<file path="src/rtl/mc_control_fsm_pkg.sv">
// Shared definitions for the multicycle main control unit: opcodes,
// state codes, and the datapath control encodings.
package mc_control_fsm_pkg;

  localparam int OPW  = 6;
  localparam int IOPW = 3;

  // instr[31:26] values the controller recognises
  localparam logic [5:0] OP_RTYPE = 6'b000000;
  localparam logic [5:0] OP_LW    = 6'b100011;
  localparam logic [5:0] OP_SW    = 6'b101011;
  localparam logic [5:0] OP_BEQ   = 6'b000100;
  localparam logic [5:0] OP_J     = 6'b000010;
  localparam logic [5:0] OP_ADDI  = 6'b001000;
  localparam logic [5:0] OP_ANDI  = 6'b001100;
  localparam logic [5:0] OP_ORI   = 6'b001101;
  localparam logic [5:0] OP_XORI  = 6'b001110;
  localparam logic [5:0] OP_SLTI  = 6'b001010;

  // 4-bit state encoding
  localparam logic [3:0] ST_IDLE     = 4'd0;
  localparam logic [3:0] ST_FETCH    = 4'd1;
  localparam logic [3:0] ST_DECODE   = 4'd2;
  localparam logic [3:0] ST_MEM_ADDR = 4'd3;
  localparam logic [3:0] ST_MEM_RD   = 4'd4;
  localparam logic [3:0] ST_MEM_WB   = 4'd5;
  localparam logic [3:0] ST_MEM_WR   = 4'd6;
  localparam logic [3:0] ST_EXEC_R   = 4'd7;
  localparam logic [3:0] ST_ALU_WB_R = 4'd8;
  localparam logic [3:0] ST_EXEC_I   = 4'd9;
  localparam logic [3:0] ST_ALU_WB_I = 4'd10;
  localparam logic [3:0] ST_BRANCH   = 4'd11;
  localparam logic [3:0] ST_JUMP     = 4'd12;

  // ALUOp codes, shared with the ALU op decoder
  localparam logic [1:0] ALUOP_ADD   = 2'b00;
  localparam logic [1:0] ALUOP_SUB   = 2'b01;
  localparam logic [1:0] ALUOP_FUNCT = 2'b10;
  localparam logic [1:0] ALUOP_IOP   = 2'b11;

  // ALU B operand select
  localparam logic [1:0] SRCB_RT     = 2'b00;
  localparam logic [1:0] SRCB_FOUR   = 2'b01;
  localparam logic [1:0] SRCB_IMM    = 2'b10;
  localparam logic [1:0] SRCB_IMM_SH = 2'b11;

  // PC source select
  localparam logic [1:0] PCSRC_ALU    = 2'b00;
  localparam logic [1:0] PCSRC_ALUOUT = 2'b01;
  localparam logic [1:0] PCSRC_JUMP   = 2'b10;

  typedef struct packed {
    logic       pc_write;
    logic       pc_write_cond;
    logic       iord;
    logic       mem_read;
    logic       mem_write;
    logic       ir_write;
    logic       mem_to_reg;
    logic       reg_dst;
    logic       reg_write;
    logic       alu_src_a;
    logic [1:0] alu_src_b;
    logic [1:0] pc_source;
    logic [1:0] alu_op;
    logic       instr_done;
  } ctrl_t;

endpackage

</file>
<file path="src/rtl/mc_control_word.sv">
// Combinational map from controller state (plus mem_ready) to the
// datapath control bundle. Anything a state does not drive stays 0.
module mc_control_word
  import mc_control_fsm_pkg::*;
(
  input  logic [3:0] state_i,
  input  logic       mem_ready_i,
  output ctrl_t      ctrl_o
);

  // Moore decode; mem_ready only gates the completing strobes of memory states
  always_comb begin
    ctrl_o = '0;
    case (state_i)
      ST_FETCH: begin
        ctrl_o.mem_read  = 1'b1;
        ctrl_o.alu_src_b = SRCB_FOUR;
        ctrl_o.alu_op    = ALUOP_ADD;
        ctrl_o.pc_source = PCSRC_ALU;
        ctrl_o.ir_write  = mem_ready_i;
        ctrl_o.pc_write  = mem_ready_i;
      end
      ST_DECODE: begin
        ctrl_o.alu_src_b = SRCB_IMM_SH;
        ctrl_o.alu_op    = ALUOP_ADD;
      end
      ST_MEM_ADDR: begin
        ctrl_o.alu_src_a = 1'b1;
        ctrl_o.alu_src_b = SRCB_IMM;
        ctrl_o.alu_op    = ALUOP_ADD;
      end
      ST_MEM_RD: begin
        ctrl_o.mem_read = 1'b1;
        ctrl_o.iord     = 1'b1;
      end
      ST_MEM_WB: begin
        ctrl_o.reg_write  = 1'b1;
        ctrl_o.mem_to_reg = 1'b1;
        ctrl_o.instr_done = 1'b1;
      end
      ST_MEM_WR: begin
        ctrl_o.mem_write  = 1'b1;
        ctrl_o.iord       = 1'b1;
        ctrl_o.instr_done = mem_ready_i;
      end
      ST_EXEC_R: begin
        ctrl_o.alu_src_a = 1'b1;
        ctrl_o.alu_src_b = SRCB_RT;
        ctrl_o.alu_op    = ALUOP_FUNCT;
      end
      ST_ALU_WB_R: begin
        ctrl_o.reg_write  = 1'b1;
        ctrl_o.reg_dst    = 1'b1;
        ctrl_o.instr_done = 1'b1;
      end
      ST_EXEC_I: begin
        ctrl_o.alu_src_a = 1'b1;
        ctrl_o.alu_src_b = SRCB_IMM;
        ctrl_o.alu_op    = ALUOP_IOP;
      end
      ST_ALU_WB_I: begin
        ctrl_o.reg_write  = 1'b1;
        ctrl_o.instr_done = 1'b1;
      end
      ST_BRANCH: begin
        ctrl_o.alu_src_a     = 1'b1;
        ctrl_o.alu_src_b     = SRCB_RT;
        ctrl_o.alu_op        = ALUOP_SUB;
        ctrl_o.pc_write_cond = 1'b1;
        ctrl_o.pc_source     = PCSRC_ALUOUT;
        ctrl_o.instr_done    = 1'b1;
      end
      ST_JUMP: begin
        ctrl_o.pc_write   = 1'b1;
        ctrl_o.pc_source  = PCSRC_JUMP;
        ctrl_o.instr_done = 1'b1;
      end
      default: ctrl_o = '0;
    endcase
  end

endmodule

</file>
<file path="src/rtl/mc_control_fsm.sv">
// Multicycle main control unit: state register, next-state logic and the
// i_op latch feeding the ALU op decoder.
//
// state    | meaning
// IDLE     | out of reset, all enables low
// FETCH    | read instruction at PC, PC+4 (waits on mem_ready)
// DECODE   | branch target precompute, latch i_op, dispatch on opcode
// MEM_ADDR | rs + sign-ext imm for lw/sw
// MEM_RD   | data read (waits on mem_ready)
// MEM_WB   | MDR -> rt
// MEM_WR   | data write (waits on mem_ready)
// EXEC_R   | R-type ALU op by funct
// ALU_WB_R | ALUOut -> rd
// EXEC_I   | I-type ALU op by i_op
// ALU_WB_I | ALUOut -> rt
// BRANCH   | beq compare and conditional PC load
// JUMP     | PC <- jump target
module mc_control_fsm
  import mc_control_fsm_pkg::*;
#(
  parameter int OPW  = 6,
  parameter int IOPW = 3
) (
  input  logic            clk,
  input  logic            rst_n,
  input  logic [OPW-1:0]  opcode,
  input  logic            mem_ready,
  output logic            PCWrite,
  output logic            PCWriteCond,
  output logic            IorD,
  output logic            MemRead,
  output logic            MemWrite,
  output logic            IRWrite,
  output logic            MemtoReg,
  output logic            RegDst,
  output logic            RegWrite,
  output logic            ALUSrcA,
  output logic [1:0]      ALUSrcB,
  output logic [1:0]      PCSource,
  output logic [1:0]      ALUOp,
  output logic [IOPW-1:0] i_op,
  output logic            instr_done,
  output logic            illegal
);

  logic [3:0]      state_q, state_d;
  logic [IOPW-1:0] i_op_q;
  logic            is_store_q;
  logic            bad_op;
  ctrl_t           ctrl;

  // Next-state selection; unsupported opcodes abort back to FETCH from DECODE
  always_comb begin
    state_d = state_q;
    bad_op  = 1'b0;
    case (state_q)
      ST_IDLE:  state_d = ST_FETCH;
      ST_FETCH: if (mem_ready) state_d = ST_DECODE;
      ST_DECODE: begin
        case (opcode)
          OP_RTYPE:                                      state_d = ST_EXEC_R;
          OP_LW, OP_SW:                                  state_d = ST_MEM_ADDR;
          OP_BEQ:                                        state_d = ST_BRANCH;
          OP_J:                                          state_d = ST_JUMP;
          OP_ADDI, OP_ANDI, OP_ORI, OP_XORI, OP_SLTI:    state_d = ST_EXEC_I;
          default: begin
            state_d = ST_FETCH;
            bad_op  = 1'b1;
          end
        endcase
      end
      ST_MEM_ADDR: state_d = is_store_q ? ST_MEM_WR : ST_MEM_RD;
      ST_MEM_RD:   if (mem_ready) state_d = ST_MEM_WB;
      ST_MEM_WB:   state_d = ST_FETCH;
      ST_MEM_WR:   if (mem_ready) state_d = ST_FETCH;
      ST_EXEC_R:   state_d = ST_ALU_WB_R;
      ST_ALU_WB_R: state_d = ST_FETCH;
      ST_EXEC_I:   state_d = ST_ALU_WB_I;
      ST_ALU_WB_I: state_d = ST_FETCH;
      ST_BRANCH:   state_d = ST_FETCH;
      ST_JUMP:     state_d = ST_FETCH;
      default:     state_d = ST_IDLE;
    endcase
  end

  // State register
  always_ff @(posedge clk or negedge rst_n) begin
    if (!rst_n) state_q <= ST_IDLE;
    else        state_q <= state_d;
  end

  // Capture i_op and the lw/sw distinction while the opcode is decoded, so
  // later states do not depend on the IR staying untouched
  always_ff @(posedge clk or negedge rst_n) begin
    if (!rst_n) begin
      i_op_q     <= '0;
      is_store_q <= 1'b0;
    end else if (state_q == ST_DECODE) begin
      i_op_q     <= opcode[IOPW-1:0];
      is_store_q <= (opcode == OP_SW);
    end
  end

  mc_control_word u_control_word (
    .state_i     (state_q),
    .mem_ready_i (mem_ready),
    .ctrl_o      (ctrl)
  );

  assign PCWrite     = ctrl.pc_write;
  assign PCWriteCond = ctrl.pc_write_cond;
  assign IorD        = ctrl.iord;
  assign MemRead     = ctrl.mem_read;
  assign MemWrite    = ctrl.mem_write;
  assign IRWrite     = ctrl.ir_write;
  assign MemtoReg    = ctrl.mem_to_reg;
  assign RegDst      = ctrl.reg_dst;
  assign RegWrite    = ctrl.reg_write;
  assign ALUSrcA     = ctrl.alu_src_a;
  assign ALUSrcB     = ctrl.alu_src_b;
  assign PCSource    = ctrl.pc_source;
  assign ALUOp       = ctrl.alu_op;
  assign i_op        = i_op_q;
  assign illegal     = bad_op;
  assign instr_done  = ctrl.instr_done | bad_op;

endmodule

</file>
<file path="config.mk">
export PLATFORM = sky130hd
export DESIGN_NAME = mc_control_fsm
export DESIGN_NICKNAME = d
export VERILOG_FILES = /design/src/rtl/mc_control_fsm_pkg.sv /design/src/rtl/mc_control_word.sv /design/src/rtl/mc_control_fsm.sv
export SDC_FILE = /design/constraint.sdc
export NUM_CORES = 1
export LEC_CHECK = 0
export ABC_AREA = 0
export BUFFER_PORTS_ARGS = -buffer_cell sky130_fd_sc_hd__buf_2
export CORE_MARGIN = 2
export CORE_UTILIZATION = 40
export CTS_CLUSTER_DIAMETER = 80
export CTS_CLUSTER_SIZE = 10
export DETAILED_ROUTE_END_ITERATION = 16
export PLACE_DENSITY = 0.7
export SYNTH_ARGS = -nofsm -noshare
export SYNTH_HDL_FRONTEND = slang
export SYNTH_SLANG_ARGS = --single-unit
</file>
<file path="constraint.sdc">
create_clock -name clk -period 1.77 [get_ports clk]
set_input_delay 0.0885 -clock clk [delete_from_list [all_inputs] [get_ports clk]]
set_output_delay 0.0885 -clock clk [all_outputs]
set_load 0.005 [all_outputs]
</file>
==> impl_metrics.ini, run 1 <==
[yosys]
synth_common_cells = nor2_1 (11), dfrtp_1 (8), nand2_1 (8), nand2b_1 (6), o21ai_0 (6)
ys_seq_area_share_pct = 26.9
synth_edf_count = 0
synth_top_cell_by_area = dfrtp_1
syn_nets = 106
synth_area_um2 = 743
syn_inst = 97
yosys-top-cells-area = dfrtp_1 (27%), nor2_1 (5.6%), nand2b_1 (5.1%)
syn_avg_cell_area_um2 = 7.66
ys_types = 36
synthArstFlopShare_pct = 100
synth_most_common_cell = nor2_1
ys_ff_latch = 8
synth_top_area_share_pct = 26.9
ys_warn_count = 0
synthFlopType = dfrtp_1

[worst_setup_path]
reg2reg_depth = 3
critPathMaxFanout = 3
crit_chain = or4b_4 > nor3_4 > a211o_1 > buf_2
crit_buf_inv = 1
startpoint_type = flop
end_kind = output port
required_ns = 1.68
cp.depth = 4
cp_slowest_stage_delay_ns = 0.58
crit_family = simple AND/OR/NAND/NOR gates
slowest_stage = or4b_4
critPathArrivalTime_ns = 1.62
crit_type = reg -> out

[grt]
grt_pass1_wl_um = 3080
antenna_found_initial = 0
grt_pass1_vias = 720
gr-total-overflow = 0
grt_start_max_net_pins = 20
grtUsageTotal_pct = 18.7

[clocking]
clock_latency_ns = 0.24
clk_pin_slew_ns = 0.05
clock_sinks = 8
cts_made_buffers = 3
h-tree-depth = 1
cts_tree = yes
root_buffer = clkbuf_4
clockBufferDepth = 2

[floorplanning]
die_h_um = 47.1
fp.dieW_um = 47.1
num_io_pins = 30
fp-row-count = 15
core_um2 = 1750
design.die.area_um2 = 2220
start_util_pct = 42.6

[hold_path]
hold_path_class = in -> reg
hold_path_depth = 2

[job]
cap_violations = 0

[sta]
period_share_pct = 96.7
skew_ns = 0.00293
timing.fmax_ghz = 0.584
relSlewSlack_pct = 64.8
maxSlewViolCount = 0
worst_pin_slew_ns = 0.523
finalSetupViolations = 0
min_period_ns = 1.71
hold_viol_final = 0
worst_slack_ns = 0.0582

[route]
wl_per_cell_um = 12.9
detail-route-antenna-nets = 0
first_pass_iters = 4
route.vias.total = 819
viasPerCell = 5.42
drcViolationCount = 0
drt-total-wl_um = 1950
drt_first_iter_violations = 11

[layout]
multi_input_area_um2 = 495
area_growth_pct = 30.3
drive_above_1_share_pct = 35.7
seqCellArea_um2 = 200
final_nets = 137
num_antenna_cells = 0
num-fill-cells = 172

[power_and_ir_drop]
power_mw = 1.43
swShare_pct = 43.9
p_int_mw = 0.803
powerDensity_nw_per_um2 = 1480
leakage_nw = 0.479
clkPwrFrac_pct = 9.2
p_seq_share_pct = 21.7
power.share.combinational_pct = 69.1
power.net_switching_mw = 0.627
peakVddDrop_mv = 0.648

[place]
dpl_worst_slack_ns = 0.170
place.gp.congestion = 0.834
dp_hpwl_um = 1420
placement.io_buffers = 29

[status]
status = completed
[state kept, by name, summed over array words and instances, names as in the netlist]
name,flops
i_op,3
state_q,4
is_store_q,1
[layout make-up]
type	count	area share, %
clock buffer	3	2.33
inverter	5	1.94
multi-input combinational	75	51.2
sequential	8	20.7
tap	25	3.23
timing repair buffer	35	20.7
[through the flow]
stage	util [%]	hold WS (ns)	setup TNS (ns)	area [um^2]	cells
after floorplan	-	-0.207	0	743	97
after global placement	52.5	-0.0657	0	916	147
after detailed placement	52.5	-0.0620	0	916	147
after CTS	54.3	0.116	0	948	151
after global routing	55.5	0.121	-0.00401	968	151
final	55.5	0.123	0	968	151
[cell usage in the layout, fill, tap and decap left out, types with 2 or more instances in the layout]
master     n
o21ai_0    6
a211o_1    3
dfrtp_1    8
buf_2     29
a21o_1     2
nor4_1     3
xnor2_1    2
inv_1      5
buf_6      2
nand2_1    8
nor2b_1    2
clkbuf_4   3
a21oi_1    4
nand2b_1   5
nor2_1    11
mux2_2     2
mux2i_1    3
and2_1     2
buf_4      3
nor3_1     5
[repair_timing]
action,in CTS,in global routing
gates resized for setup,0,5
endpoints found under the hold margin,8,0
buffers inserted,0,0
hold buffers,1,0
endpoints found under the setup margin,0,2
[final timing paths]
| path | slack, ns | start | end |
|---|---|---|---|
| max | 0.06 | state_q[2] | instr_done |
| min | 0.12 | opcode[4] | is_store_q |
| max reg2reg | 0.23 | state_q[2] | is_store_q |
| min reg2reg | 0.49 | i_op[2] | i_op[2] |
| max in group asynchronous | 1.39 | rst_n | state_q[2] |
| min in group asynchronous | 0.21 | rst_n | i_op[0] |
[power groups by stage]
| stage | sequential (mW) | clock, mW | combinational (mW) |
|---|---|---|---|
| 2_1_floorplan | 0.316 | 0 | 0.611 |
| 5_1_grt | 0.318 | 0.152 | 1.10 |
| 3_5_place_dp | 0.306 | 0 | 0.948 |
| 3_3_place_gp | 0.303 | 0 | 0.928 |
| 6_report | 0.310 | 0.132 | 0.988 |
| 4_1_cts | 0.303 | 0.135 | 0.954 |
[metal layers]
layer  track usage (%)  vias up  wire length [um]
met5                 0        -                 0
met4              4.44        0                 0
met3              2.69        0                63
met2              31.5       18               951
met1              25.3      390               930
li1                  -      411                 -
[cell families (layout without fill, tap and decap cells)]
| kind of cell | count (synthesis) | after routing | share of synthesized area (%) |
|---|---|---|---|
| buffers and inverters | 14 | 43 | 8.08 |
| flip-flops | 8 | 8 | 26.9 |
| multiplexers | 5 | 5 | 7.07 |
| AND/OR/NAND/NOR | 44 | 44 | 32.0 |
| XOR/XNOR | 2 | 2 | 2.36 |
| AO/OA/AOI/OAI | 24 | 24 | 23.6 |
[worst register-to-register path: cells and delay by family, from the launching register on]
kind	cells	cell delay, ns
buf+inv	1	0.19
flops	1	0.37
compound gates	1	0.30
simple gates	1	0.58
No activity file was read; power rests on OpenSTA's default activity.
==> inputs of run 2 (changes only) <==
--- a/config.mk
+++ b/config.mk
@@ -5,7 +5,7 @@
 export SDC_FILE = /design/constraint.sdc
 export NUM_CORES = 1
 export LEC_CHECK = 0
-export ABC_AREA = 0
+export ABC_AREA = 1
 export BUFFER_PORTS_ARGS = -buffer_cell sky130_fd_sc_hd__buf_2
 export CORE_MARGIN = 2
 export CORE_UTILIZATION = 40
==> run 2 against run 1 <==
Cell count grew 20%. Non-clock buffer count shrank 5. Sequential power up 4%. Routed wire length fell by 10%. Clock skew decreased by 0.00073 ns. Combinational power decreased by 26%. Die area decreased by 1.7%. Via count is 0.73% higher. Sequential share of layout area increased by 1.1 points. Critical path type unchanged.
==> impl_metrics.ini, run 2 <==
[route]
route.vias.total = 825
drt_first_iter_violations = 14
detail-route-antenna-nets = 0
first_pass_iters = 4
viasPerCell = 4.56
wl_per_cell_um = 9.65
drt-total-wl_um = 1750
drcViolationCount = 0

[worst_setup_path]
crit_buf_inv = 1
required_ns = 1.68
crit_chain = nor2_2 > nand2_2 > a21oi_4 > nand4_2 > nand2_1 > buf_2
crit_type = reg -> out
startpoint_type = flop
critPathMaxFanout = 12
crit_family = simple AND/OR/NAND/NOR gates
slowest_stage = dfrtp_1
cp_slowest_stage_delay_ns = 0.43
critPathArrivalTime_ns = 1.52
end_kind = output port

[layout]
seqCellArea_um2 = 200
multi_input_area_um2 = 424
final_common_cell = nand2_1
layout_common_cells = nand2_1 (38), buf_2 (29), inv_1 (22)
drive_above_1_share_pct = 27.6
final_nets = 167
num_antenna_cells = 0
regMostFlops = state_q
stdcell_area_um2 = 920
num-fill-cells = 193
area_growth_pct = 26.1
largest_reg_flops = 4
finish.utilization_pct = 53.3

[place]
placement.io_buffers = 29
dp_hpwl_um = 1460
place.gp.congestion = 0.977
place_area_um2 = 887

[sta]
holdWs_ns = 0.143
finalSetupViolations = 0
timing.fmax_ghz = 0.622
hold_viol_final = 0
maxSlewViolCount = 0
tns_ns = 0
skew_ns = 0.00220
min_period_ns = 1.61
relSlewSlack_pct = 79.3
period_share_pct = 90.8
rsz0062_at_grt = no
worst_pin_slew_ns = 0.310

[yosys]
synthFlopType = dfrtp_1
synth_area_um2 = 729
synth_top_cell_by_area = dfrtp_1
syn_inst = 125
synth_edf_count = 0
synth_top_area_share_pct = 27.4
ys_warn_count = 0
yosys-top-cells-area = dfrtp_1 (27%), nand2_1 (20%), inv_1 (11%)
ys_ff_latch = 8
syn_avg_cell_area_um2 = 5.84
synth_common_cells = nand2_1 (38), inv_1 (22), nor2_1 (21), dfrtp_1 (8), nand3_1 (8)
synthArstFlopShare_pct = 100
syn_nets = 134
synth_most_common_cell = nand2_1
ys_types = 20
ys_seq_area_share_pct = 27.4

[job]
cap_violations = 0

[clocking]
cts_tree = yes
h-tree-depth = 1
clock_latency_ns = 0.25
postCtsSetupBuffers = 0
postCtsResizedCells = 0
root_buffer = clkbuf_4
cts_made_buffers = 3
clock_sinks = 8
clk_pin_slew_ns = 0.05
clockBufferDepth = 2
cts_hold_buffers = 1

[power_and_ir_drop]
power_mw = 1.18
leakage_nw = 0.597
peakVddDrop_mv = 0.545
powerDensity_nw_per_um2 = 1290

[grt]
grt_pass1_vias = 700
grtUsageTotal_pct = 18.0
grt_start_max_net_pins = 13
grt_pass1_wl_um = 2770
antenna_found_initial = 0
gr-total-overflow = 0

[floorplanning]
die_h_um = 46.7
fp-row-count = 15
design.die.area_um2 = 2180
num_io_pins = 30
core_um2 = 1730
start_util_pct = 42.2
fp.dieW_um = 46.7

[hold_path]
hold_path_class = in -> reg

[status]
status = completed
run 2: cell types whose count changed in the layout (fill, tap and decap cells not counted), moves of 4 or more:
| cell | before | now |
|---|---|---|
| inv_1 | 5 | 22 |
| nand3_1 | 1 | 8 |
| nand2b_1 | 5 | 0 |
| nor2_1 | 11 | 21 |
| nor3_1 | 5 | 1 |
| nand2_1 | 8 | 38 |
| nor2_2 | 0 | 4 |
run 2: where the power goes:
| part | internal (mW) | leakage, nW | switching, mW |
|---|---|---|---|
| sequential | 0.261 | 0.102 | 0.0598 |
| combinational | 0.275 | 0.481 | 0.453 |
| clock | 0.0773 | 0.0138 | 0.0577 |
run 2: worst min-delay path: stages:
cell and delay, ns:
buf_2 0.11, inv_1 0.06, o21ai_0 0.08
run 2: logic make-up (layout without fill, tap and decap cells):
group / count (synthesis) / count (layout) / share of synthesized area (%)
compound gates: 13 / 13 / 11.1
buf+inv: 25 / 56 / 14.4
flops: 8 / 8 / 27.4
simple gates: 79 / 79 / 47.0
run 2: final cells by class:
cell class                      instances  share of cell area, %
Clock buffer                            3                   2.45
Inverter                               23                   9.39
Multi-Input combinational cell         92                   46.1
Sequential cell                         8                   21.8
Tap cell                               25                   3.40
Timing Repair Buffer                   30                   16.9
run 2: metal layers:
layer	wire, um	global-route usage, %	up-vias	share of wire (%)
met3	64	4.71	4	3.7
met4	27	7.78	0	1.5
met2	868	29.7	23	50
met1	786	22.1	349	45
met5	0	0	-	0
li1	-	-	449	-
run 2: worst paths after layout:
kind | start | to | slack (ns) | cells past startpoint
max | state_q[2] | instr_done | 0.16 | 6
min | opcode[1] | i_op[1] | 0.14 | 3
max reg2reg | state_q[2] | state_q[0] | 0.45 | 7
min reg2reg | i_op[1] | i_op[1] | 0.48 | 2
max in group asynchronous | rst_n | state_q[2] | 1.40 | 2
min in group asynchronous | rst_n | i_op[2] | 0.20 | 2
run 2: per-stage QoR:
step | std cells | worst slack, ns
2_1_floorplan | 125 | 0.616
3_3_place_gp | 177 | 0.483
3_5_place_dp | 177 | 0.427
4_1_cts | 181 | 0.146
5_1_grt | 181 | 0.000309
6_report | 181 | 0.163
